File: config.mk
export PLATFORM = sky130hd
export DESIGN_NAME = sha256_nonce_engine_flat
export DESIGN_NICKNAME = d
export VERILOG_FILES = /design/src/rtl/sha256_pkg.sv /design/src/rtl/sha256_nonce_engine_if.sv /design/src/rtl/sha256_round.sv /design/src/rtl/sha256_nonce_engine.sv /design/src/flat_wrapper.sv
export SDC_FILE = /design/constraint.sdc
export NUM_CORES = 2
export LEC_CHECK = 0
export ABC_AREA = 1
export ABC_CLOCK_PERIOD_IN_PS = 116000
export BUFFER_PORTS_ARGS = -buffer_cell sky130_fd_sc_hd__clkbuf_2
export CORE_MARGIN = 8
export CORE_UTILIZATION = 30
export CTS_CLUSTER_DIAMETER = 30
export DETAILED_ROUTE_END_ITERATION = 10
export PLACE_DENSITY_LB_ADDON = 0.2
export SYNTH_ARGS = -nofsm -noshare
export SYNTH_HDL_FRONTEND = slang
export SYNTH_SLANG_ARGS = --single-unit
File: constraint.sdc
create_clock -name clk -period 116 [get_ports clk]
set_input_delay 23.2 -clock clk [delete_from_list [all_inputs] [get_ports clk]]
set_output_delay 23.2 -clock clk [all_outputs]
set_load 0.01 [all_outputs]
File: src/rtl/sha256_pkg.sv
// Shared definitions for the SHA-256 nonce engine: FSM encoding, round
// constants, block padding words and the FIPS 180-4 logical functions.
package sha256_pkg;

  typedef enum logic [2:0] {
    ST_IDLE  = 3'd0,
    ST_ROUND = 3'd1,
    ST_FINAL = 3'd2,
    ST_OUT   = 3'd3,
    ST_DONE  = 3'd4
  } state_e;

  // Padding word after the nonce and the 640-bit message length word.
  localparam logic [31:0] PAD_WORD = 32'h8000_0000;
  localparam logic [31:0] LEN_WORD = 32'h0000_0280;

  localparam logic [31:0] K_TABLE [0:63] = '{
    32'h428a2f98, 32'h71374491, 32'hb5c0fbcf, 32'he9b5dba5, 32'h3956c25b, 32'h59f111f1, 32'h923f82a4, 32'hab1c5ed5,
    32'hd807aa98, 32'h12835b01, 32'h243185be, 32'h550c7dc3, 32'h72be5d74, 32'h80deb1fe, 32'h9bdc06a7, 32'hc19bf174,
    32'he49b69c1, 32'hefbe4786, 32'h0fc19dc6, 32'h240ca1cc, 32'h2de92c6f, 32'h4a7484aa, 32'h5cb0a9dc, 32'h76f988da,
    32'h983e5152, 32'ha831c66d, 32'hb00327c8, 32'hbf597fc7, 32'hc6e00bf3, 32'hd5a79147, 32'h06ca6351, 32'h14292967,
    32'h27b70a85, 32'h2e1b2138, 32'h4d2c6dfc, 32'h53380d13, 32'h650a7354, 32'h766a0abb, 32'h81c2c92e, 32'h92722c85,
    32'ha2bfe8a1, 32'ha81a664b, 32'hc24b8b70, 32'hc76c51a3, 32'hd192e819, 32'hd6990624, 32'hf40e3585, 32'h106aa070,
    32'h19a4c116, 32'h1e376c08, 32'h2748774c, 32'h34b0bcb5, 32'h391c0cb3, 32'h4ed8aa4a, 32'h5b9cca4f, 32'h682e6ff3,
    32'h748f82ee, 32'h78a5636f, 32'h84c87814, 32'h8cc70208, 32'h90befffa, 32'ha4506ceb, 32'hbef9a3f7, 32'hc67178f2
  };

  function automatic logic [31:0] ch_f(input logic [31:0] x, input logic [31:0] y, input logic [31:0] z);
    return (x & y) ^ (~x & z);
  endfunction

  function automatic logic [31:0] maj_f(input logic [31:0] x, input logic [31:0] y, input logic [31:0] z);
    return (x & y) ^ (x & z) ^ (y & z);
  endfunction

  function automatic logic [31:0] big_sigma0(input logic [31:0] x);
    return {x[1:0], x[31:2]} ^ {x[12:0], x[31:13]} ^ {x[21:0], x[31:22]};
  endfunction

  function automatic logic [31:0] big_sigma1(input logic [31:0] x);
    return {x[5:0], x[31:6]} ^ {x[10:0], x[31:11]} ^ {x[24:0], x[31:25]};
  endfunction

  function automatic logic [31:0] small_sigma0(input logic [31:0] x);
    return {x[6:0], x[31:7]} ^ {x[17:0], x[31:18]} ^ {3'b000, x[31:3]};
  endfunction

  function automatic logic [31:0] small_sigma1(input logic [31:0] x);
    return {x[16:0], x[31:17]} ^ {x[18:0], x[31:19]} ^ {10'b00_0000_0000, x[31:10]};
  endfunction

  // Word-wise modulo 2^32 addition of two eight-word hash states.
  function automatic logic [255:0] add_words(input logic [255:0] x, input logic [255:0] y);
    logic [255:0] r;
    r = '0;
    for (int i = 0; i < 8; i++) begin
      r[i*32 +: 32] = x[i*32 +: 32] + y[i*32 +: 32];
    end
    return r;
  endfunction

endpackage

File: src/rtl/sha256_nonce_engine_if.sv
// Bus between the SPI receive stage, the nonce engine and the downstream
// compare stage. The engine uses the slave modport.
interface sha256_nonce_engine_if;
  logic         start;
  logic         stop;
  logic [255:0] h_prev;
  logic [95:0]  msg_tail;
  logic         busy;
  logic         digest_valid;
  logic         digest_ready;
  logic [255:0] digest;
  logic [31:0]  digest_nonce;
  logic         done;

  modport slave (
    input  start, stop, h_prev, msg_tail, digest_ready,
    output busy, digest_valid, digest, digest_nonce, done
  );

  modport master (
    output start, stop, h_prev, msg_tail, digest_ready,
    input  busy, digest_valid, digest, digest_nonce, done
  );
endinterface

File: src/rtl/sha256_round.sv
// One combinational SHA-256 round plus the next message-schedule word.
// state_in/state_out carry a..h with word a in [255:224].
module sha256_round
  import sha256_pkg::*;
(
  input  logic [255:0] state_in,
  input  logic [31:0]  w_t,
  input  logic [31:0]  k_t,
  input  logic [31:0]  w_t1,
  input  logic [31:0]  w_t9,
  input  logic [31:0]  w_t14,
  output logic [255:0] state_out,
  output logic [31:0]  w_next
);

  logic [31:0] a_s, b_s, c_s, d_s, e_s, f_s, g_s, h_s;
  logic [31:0] t1_s, t2_s;

  // Compression step and schedule extension W[t+16] from the sliding window.
  always_comb begin
    {a_s, b_s, c_s, d_s, e_s, f_s, g_s, h_s} = state_in;
    t1_s = h_s + big_sigma1(e_s) + ch_f(e_s, f_s, g_s) + k_t + w_t;
    t2_s = big_sigma0(a_s) + maj_f(a_s, b_s, c_s);
    state_out = {t1_s + t2_s, a_s, b_s, c_s, d_s + t1_s, e_s, f_s, g_s};
    w_next = small_sigma1(w_t14) + w_t9 + small_sigma0(w_t1) + w_t;
  end

endmodule

File: src/rtl/sha256_nonce_engine.sv
// Iterative SHA-256 nonce sweeper: builds the second header block for each
// nonce, compresses it at one round per cycle and hands midstate+state to
// the next stage over a valid/ready handshake.
// Optional build macro NONCE_BYTESWAP_EN: place the nonce byte-swapped in W3.
module sha256_nonce_engine
  import sha256_pkg::*;
#(
  parameter logic [31:0] NONCE_START = 32'h0000_0000,
  parameter logic [31:0] NONCE_END   = 32'hFFFF_FFFF
)
(
  input logic clk,
  input logic reset,
  sha256_nonce_engine_if.slave bus
);

  state_e state_r, state_next_s;

  logic [255:0]      hp_r;
  logic [95:0]       tail_r;
  logic [31:0]       nonce_r;
  logic [255:0]      st_r;
  logic [15:0][31:0] w_r;
  logic [5:0]        t_r;
  logic [255:0]      digest_r;
  logic [31:0]       digest_nonce_r;
  logic              digest_valid_r;
  logic              done_r;
  logic              busy_r;

  logic              load_start_s;
  logic              load_next_s;
  logic              round_en_s;
  logic              final_s;
  logic              done_set_s;
  logic [255:0]      rnd_state_s;
  logic [31:0]       w_next_s;

  // Second header block: tail words, nonce, padding, zeros, length.
  function automatic logic [15:0][31:0] build_block(input logic [95:0] tail, input logic [31:0] n);
    logic [15:0][31:0] blk;
    blk     = '0;
    blk[0]  = tail[95:64];
    blk[1]  = tail[63:32];
    blk[2]  = tail[31:0];
`ifdef NONCE_BYTESWAP_EN
    blk[3]  = {n[7:0], n[15:8], n[23:16], n[31:24]};
`else
    blk[3]  = n;
`endif
    blk[4]  = PAD_WORD;
    blk[15] = LEN_WORD;
    return blk;
  endfunction

  sha256_round u_round (
    .state_in  (st_r),
    .w_t       (w_r[0]),
    .k_t       (K_TABLE[t_r]),
    .w_t1      (w_r[1]),
    .w_t9      (w_r[9]),
    .w_t14     (w_r[14]),
    .state_out (rnd_state_s),
    .w_next    (w_next_s)
  );

  // Next-state decode and datapath strobes; stop overrides any handshake.
  always_comb begin
    state_next_s = state_r;
    load_start_s = 1'b0;
    load_next_s  = 1'b0;
    round_en_s   = 1'b0;
    final_s      = 1'b0;
    done_set_s   = 1'b0;
    case (state_r)
      ST_IDLE: begin
        if (bus.start) begin
          load_start_s = 1'b1;
          state_next_s = ST_ROUND;
        end else begin
          state_next_s = ST_IDLE;
        end
      end
      ST_ROUND: begin
        if (bus.stop) begin
          state_next_s = ST_IDLE;
        end else begin
          round_en_s = 1'b1;
          if (t_r == 6'd63) begin
            state_next_s = ST_FINAL;
          end else begin
            state_next_s = ST_ROUND;
          end
        end
      end
      ST_FINAL: begin
        if (bus.stop) begin
          state_next_s = ST_IDLE;
        end else begin
          final_s      = 1'b1;
          state_next_s = ST_OUT;
        end
      end
      ST_OUT: begin
        if (bus.stop) begin
          state_next_s = ST_IDLE;
        end else if (digest_valid_r && bus.digest_ready) begin
          if (nonce_r == NONCE_END) begin
            done_set_s   = 1'b1;
            state_next_s = ST_DONE;
          end else begin
            load_next_s  = 1'b1;
            state_next_s = ST_ROUND;
          end
        end else begin
          state_next_s = ST_OUT;
        end
      end
      ST_DONE: begin
        state_next_s = ST_IDLE;
      end
      default: begin
        state_next_s = ST_IDLE;
      end
    endcase
  end

  // State register and registered status outputs.
  always_ff @(posedge clk or posedge reset) begin
    if (reset) begin
      state_r        <= ST_IDLE;
      busy_r         <= 1'b0;
      done_r         <= 1'b0;
      digest_valid_r <= 1'b0;
    end else begin
      state_r <= state_next_s;
      busy_r  <= (state_next_s != ST_IDLE);
      done_r  <= done_set_s;
      if (final_s) begin
        digest_valid_r <= 1'b1;
      end else if (state_next_s == ST_OUT) begin
        digest_valid_r <= digest_valid_r;
      end else begin
        digest_valid_r <= 1'b0;
      end
    end
  end

  // Latched inputs, nonce counter, working state, schedule window and digest.
  always_ff @(posedge clk or posedge reset) begin
    if (reset) begin
      hp_r           <= '0;
      tail_r         <= '0;
      nonce_r        <= 32'h0000_0000;
      st_r           <= '0;
      w_r            <= '0;
      t_r            <= 6'd0;
      digest_r       <= '0;
      digest_nonce_r <= 32'h0000_0000;
    end else begin
      if (load_start_s) begin
        hp_r    <= bus.h_prev;
        tail_r  <= bus.msg_tail;
        nonce_r <= NONCE_START;
        st_r    <= bus.h_prev;
        w_r     <= build_block(bus.msg_tail, NONCE_START);
        t_r     <= 6'd0;
      end else if (load_next_s) begin
        nonce_r <= nonce_r + 32'd1;
        st_r    <= hp_r;
        w_r     <= build_block(tail_r, nonce_r + 32'd1);
        t_r     <= 6'd0;
      end else if (round_en_s) begin
        st_r <= rnd_state_s;
        w_r  <= {w_next_s, w_r[15:1]};
        t_r  <= t_r + 6'd1;
      end else begin
        st_r <= st_r;
      end
      if (final_s) begin
        digest_r       <= add_words(hp_r, st_r);
        digest_nonce_r <= nonce_r;
      end else begin
        digest_r <= digest_r;
      end
    end
  end

  assign bus.busy         = busy_r;
  assign bus.done         = done_r;
  assign bus.digest_valid = digest_valid_r;
  assign bus.digest       = digest_r;
  assign bus.digest_nonce = digest_nonce_r;

endmodule

File: src/flat_wrapper.sv
// flat-port wrapper written by rule: the top's interface ports become plain ports
module sha256_nonce_engine_flat import sha256_pkg::*;
#(
  parameter logic [31:0] NONCE_START = 32'h0000_0000,
  parameter logic [31:0] NONCE_END   = 32'hFFFF_FFFF
)
  (clk, reset, bus_start, bus_stop, bus_h_prev, bus_msg_tail, bus_digest_ready, bus_busy, bus_digest_valid, bus_digest, bus_digest_nonce, bus_done);
  sha256_nonce_engine_if bus_i ();
  input logic clk;
  input logic reset;
  input wire logic [$bits(bus_i.start)-1:0] bus_start;
  input wire logic [$bits(bus_i.stop)-1:0] bus_stop;
  input wire logic [$bits(bus_i.h_prev)-1:0] bus_h_prev;
  input wire logic [$bits(bus_i.msg_tail)-1:0] bus_msg_tail;
  input wire logic [$bits(bus_i.digest_ready)-1:0] bus_digest_ready;
  output wire logic [$bits(bus_i.busy)-1:0] bus_busy;
  output wire logic [$bits(bus_i.digest_valid)-1:0] bus_digest_valid;
  output wire logic [$bits(bus_i.digest)-1:0] bus_digest;
  output wire logic [$bits(bus_i.digest_nonce)-1:0] bus_digest_nonce;
  output wire logic [$bits(bus_i.done)-1:0] bus_done;
  assign bus_i.start = bus_start;
  assign bus_i.stop = bus_stop;
  assign bus_i.h_prev = bus_h_prev;
  assign bus_i.msg_tail = bus_msg_tail;
  assign bus_i.digest_ready = bus_digest_ready;
  assign bus_busy = bus_i.busy;
  assign bus_digest_valid = bus_i.digest_valid;
  assign bus_digest = bus_i.digest;
  assign bus_digest_nonce = bus_i.digest_nonce;
  assign bus_done = bus_i.done;
  sha256_nonce_engine #(.NONCE_START(NONCE_START), .NONCE_END(NONCE_END)) u_core (.clk(clk), .reset(reset), .bus(bus_i));
endmodule
# Word level (Yosys, flattened, before mapping)
# Memory sizes are Yosys's and may differ from the RTL's.
# Cells that the tools add are included.
# word_totals
register_bits	1452
mem_bits_ro	2048
output_inout_bits	291
wordCells	115
mem_count	1
# mem_list
name	words	word_bits	rd	rd_clocked_by_memory_dff	write_ports	line_no	text
(name not given)	64	32	1	0	0	sha256_nonce_engine.sv:59	.k_t (K_TABLE[t_r]),
# classes
n_addsub	20
n_lt_le_gt_ge	1
n_eq_ne	7
muxes	36
n_bitwise	18
reduce_logical	5
# ops
op	n
2-to-1 mux 512 bit	3
2-to-1 mux 256 bit	3
adder 32 bit	18
bitwise XOR 32 bit	9
AND 32 bit	5
2-to-1 mux 32 bit	4
adder 32 x 1 -> 32 bit (second input constant)	1
equality test 32 bit (second input constant)	1
NOT 32 bit	1
bitwise XOR 32 x 22 -> 32 bit	1
bitwise XOR 32 x 29 -> 32 bit	1
2-to-1 mux 6 bit	3
2-to-1 mux 1 bit	16
2-to-1 mux 3 bit	4
case mux 3 bit (4 select lines)	1
equality test 3 x 2 -> 1 bit (second input constant)	3
greater-or-equal comparator 7 bit (second input constant)	1
NOT 6 -> 7 bit	1
adder 6 x 1 -> 6 bit (second input constant)	1
equality test 6 bit (second input constant)	1
nonzero test 3 bit	2
2-to-1 mux 2 bit	2
equality test 3 x 1 -> 1 bit (second input constant)	1
logical NOT 3 bit	1
3 further kinds	3

# Depth between registers and ports, before layout
# logic_depth
ltp_word	10
mapped_depth	47
mapped_depth_nobuf	46

# By module
# A second synthesis with hierarchy kept.
# unflattened
cells_unflattened	14012
area_unflattened_um2	100609.0
# by_module_without_submodules
module	n_inst	cells_per_inst	area_per_inst_um2
sha256_nonce_engine	1	11520	83311.2
sha256_round	1	2492	17297.8

# Least setup slack after synthesis
# OpenSTA, ideal clock, no wires.
# synth_path
kind	input-to-reg
from	input port bus_stop
to	register u_core.st_r[121]
setup_ps	118
arrival_time_ps	24683
slack_ps	91199
cell_stages	10
cell_sequence	nor3_2 > inv_1 > nor2_1 > nand3_2 > nand2_2 > clkbuf_1 > clkbuf_1 > o21ai_0 > a21oi_1 > nor2_1
# synth_via
elab_chain_len	4
word_cells_on_any_way	7
# synth_rtl
element	line_no	text
start, declared	flat_wrapper.sv:12	input wire logic [$bits(bus_i.stop)-1:0] bus_stop;
2-to-1 mux 1 bit	sha256_nonce_engine.sv:105	if (bus.stop) begin
2-to-1 mux 1 bit	sha256_nonce_engine.sv:75	case (state_r)
2-to-1 mux 256 bit	sha256_nonce_engine.sv:168	end else if (load_next_s) begin
2-to-1 mux 256 bit	sha256_nonce_engine.sv:161	if (load_start_s) begin
end signal, assigned	sha256_nonce_engine.sv:165	st_r <= bus.h_prev;
end signal, assigned	sha256_nonce_engine.sv:170	st_r <= hp_r;
end signal, assigned	sha256_nonce_engine.sv:174	st_r <= rnd_state_s;
end, declared	sha256_nonce_engine.sv:22	logic [255:0] st_r;
# Parallel ways exist; a longest one is shown, timed or not.
# A chain may end at the register's enable or synchronous reset.

# Final worst setup path
# layout_path
from	input port bus_stop
to	register u_core.w_r[40] in the netlist's numbering
# layout_via
elab_chain_len	4
word_cells_on_any_way	7
# layout_rtl
element	line_no	text
2-to-1 mux 1 bit	sha256_nonce_engine.sv:105	
2-to-1 mux 1 bit	sha256_nonce_engine.sv:75	
2-to-1 mux 512 bit	sha256_nonce_engine.sv:168	
2-to-1 mux 512 bit	sha256_nonce_engine.sv:161	
end signal, assigned	sha256_nonce_engine.sv:166	w_r <= build_block(bus.msg_tail, NONCE_START);
end signal, assigned	sha256_nonce_engine.sv:171	w_r <= build_block(tail_r, nonce_r + 32'd1);
end signal, assigned	sha256_nonce_engine.sv:175	w_r <= {w_next_s, w_r[15:1]};
end, declared	sha256_nonce_engine.sv:23	logic [15:0][31:0] w_r;
# Parallel ways exist; a longest one is shown, timed or not.

==> results by group <==
Outcome
  – Outcome: finished, final reports clean

Drt
  – Vias per cell: 5.26
  – Pre-antenna DRT Iters: 7
  – Vias: 83340
  – WL/cell: 25.6 um
  – Residual DRC: 0
  – First-iteration detailed-routing DRC count: 7881
  – Routed WL: 406 mm
  – ANT nets after route: 0

STA
  – RSZ-0062 raised after global routing: false
  – Slew HR: 0.143
  – Fmax: 0.0365 GHz
  – Final Hold Viols: 0
  – Setup TNS: 0 ns
  – Slew @ Worst Pin: 1.28 ns
  – Fin crit share: 0.236
  – # setup viols final: 0
  – Fin crit period: 27.38 ns
  – Final Max Slew Viols: 0
  – Worst Skew: 0.0934 ns

Layout
  – Ratio of cells with drive above 1 in the final layout: 0.135
  – Layout Nets: 12541
  – Area Growth Syn to Fin: 23.2%
  – Storage element area: 36300 um2
  – Design Area, Final: 109000 um2
  – Post-Layout Cell Count: 15841
  – Number of fill cells: 30241
  – Multi-input combinational cell area: 44300 um2

Setup path
  – Worst EP required: 116.83 ns
  – CP arrival: 28.21 ns
  – Critical Path Sink Type: flip-flop
  – Max stage delay on crit path: 0.90 ns
  – Critical path launch point type: input port
  – CP most frequent cell: buf_4
  – Setup Crit Path Kind: input port to flip-flop
  – Slowest CP cell: buf_4
  – Worst-path cell chain: clkbuf_2 > nor3_2 > inv_1 > nor2_1 > nand3_4 > nand2_8 > nor2_4 > inv_8 > buf_4 > buf_4 > buf_4 > nor2_1 > a31oi_1
  – R2r setup slk: 105.28 ns
  – Crit Path Max Fanout: 151

Clock network
  – CTS max path bufs: 4
  – CTS sink count: 1452
  – Clock transition at path regs: 0.05 ns
  – Clock latency on the worst-skew pair: 0.93 ns
  – CTS root buf: clkbuf_16
  – H-tree depth: 5
  – Hold-fix buffers at CTS: 0
  – CTS buffer count: 375
  – Setup bufs post-CTS: 0
  – Resized cells post-CTS: 0
  – TritonCTS clock tree: yes

Die
  – Num ports: 648
  – CORE AREA: 294000 um2
  – Die height: 560 um
  – Die ar.: 313000 um2
  – Initial Util: 0.302
  – Std cell rows: 199
  – Die Wd: 560 um

Synth
  – Top post-synthesis cells by area: dfrtp_1 (41%), o21ai_0 (8.4%), nand2_1 (7.7%)
  – Cell Area, Synth: 88700 um2
  – Primary FF master, synth: dfrtp_1
  – Synthesized area per cell: 8.06 um2
  – Post-synth EDFFs: 0
  – Area share of the largest cell type after synthesis: 0.410
  – YS warnings: 0
  – #FFs+latches synth: 1452
  – Mapped Nets: 11949
  – Post-synthesis sequential area ratio: 0.410
  – Ys async rst share: 1.00
  – Top post-synthesis cells by count: nand2_1 (1812), inv_1 (1558), o21ai_0 (1491)
  – Post-synth top area cell: dfrtp_1
  – Count leader, synth: nand2_1
  – Post-synthesis cell count: 11004
  – Number of distinct library cells after synthesis: 67

GRT
  – Vias in the first global route: 82009
  – Initial antenna violation count: 22
  – First-pass GRT wire length: 585 mm
  – Largest net degree at the start of global routing: 240
  – Overflow after GRT: 0
  – GR Util All Layers: 0.249

Place
  – GPL Wtd Cong: 0.942
  – Placed cell area: 95600 um2
  – Placed Cells: 15138
  – Port bufs: 647
  – Final HPWL DP: 312 mm

Job
  – Max Cap Violations: 0

Hold path
  – Hold Crit Class: flip-flop to flip-flop
## layout make-up
type | count | area share
well taps | 3919 | 0.0449
clock inverters | 196 | 0.0280
clock buffers | 487 | 0.0960
flip-flops and latches | 1452 | 0.333
diodes | 20 | 0.000458
repair buffers | 761 | 0.0383
inverters | 1566 | 0.0542
multi-input cells | 7440 | 0.405
## final timing paths
path	startpoint	to	cells after the start
max in group asynchronous	reset	u_core.bus.digest[217]	6
max reg2reg	u_core.t_r[0]	u_core.st_r[243]	39
min	u_core.bus.digest[32]	u_core.bus.digest[32]	2
min in group asynchronous	reset	u_core.bus.digest[44]	2
max	bus_stop	u_core.w_r[40]	13
min reg2reg	u_core.bus.digest[32]	u_core.bus.digest[32]	2
## worst max-delay path: cells and delay by family
family,cells,cell delay [ns]
buffers and inverters,6,3.37
AOI/OAI and AO/OA,1,0.18
and+or+nand+nor,6,1.25
## routing by layer
metal  vias up  part of all wire  global-route usage
met1     41177              0.45               0.349
li1      38128                 -                   -
met5         -          0.000030                   0
met2      3340              0.44               0.383
met3       693             0.065              0.0377
met4         2             0.046               0.105
## cells in the final DEF, fill, tap and decap left out, drive strengths merged, types with 27 or more instances in the layout
cell type and n:
o211ai 35, or2 95, nor4 32, a21oi 556, o21bai 79, clkinv 101
buf 114, inv 1578, bufinv 55, nand4 64, dfrtp 1452, o22ai 344
a31oi 453, o21a 30, fa 195, nand3 312, nand2 1813, nor3 100
nor2 785, clkinvlp 28, o31ai 39, xnor2 171, o21ai 1505, xor2 212
a21o 27, clkbuf 1134, ha 393
## registers in the layout (all words and copies together), names as in the netlist, 3 cells and up
register and count:
u_core.w_r 512, u_core.bus.digest 256, u_core.hp_r 256, u_core.st_r 256
u_core.tail_r 96, u_core.bus.digest_nonce 32, u_core.nonce_r 32, u_core.t_r 6
u_core.state_r 3
## cell families after synthesis
logic type / after synthesis / synth area share
compound gates: 3203 / 0.208
xor+xnor: 383 / 0.0378
fa+ha+maj: 589 / 0.0996
buf+inv: 2112 / 0.0916
flops: 1452 / 0.410
mux: 29 / 0.00334
simple gates: 3236 / 0.150
## per-stage QoR
step | utilization | setup slack, ns | hold WS, ns
after global placement | 0.325 | 87.74 | 0.462
after floorplan | - | 51.85 | 0.448
final | 0.371 | 88.62 | 0.470
after CTS | 0.371 | 88.70 | 0.459
after detailed placement | 0.325 | 87.69 | 0.464
after global routing | 0.371 | 88.23 | 0.482
Power is left out: the tool's default activity adds up to more than one toggle a clock period on the data nets, which glitch-free logic cannot reach.
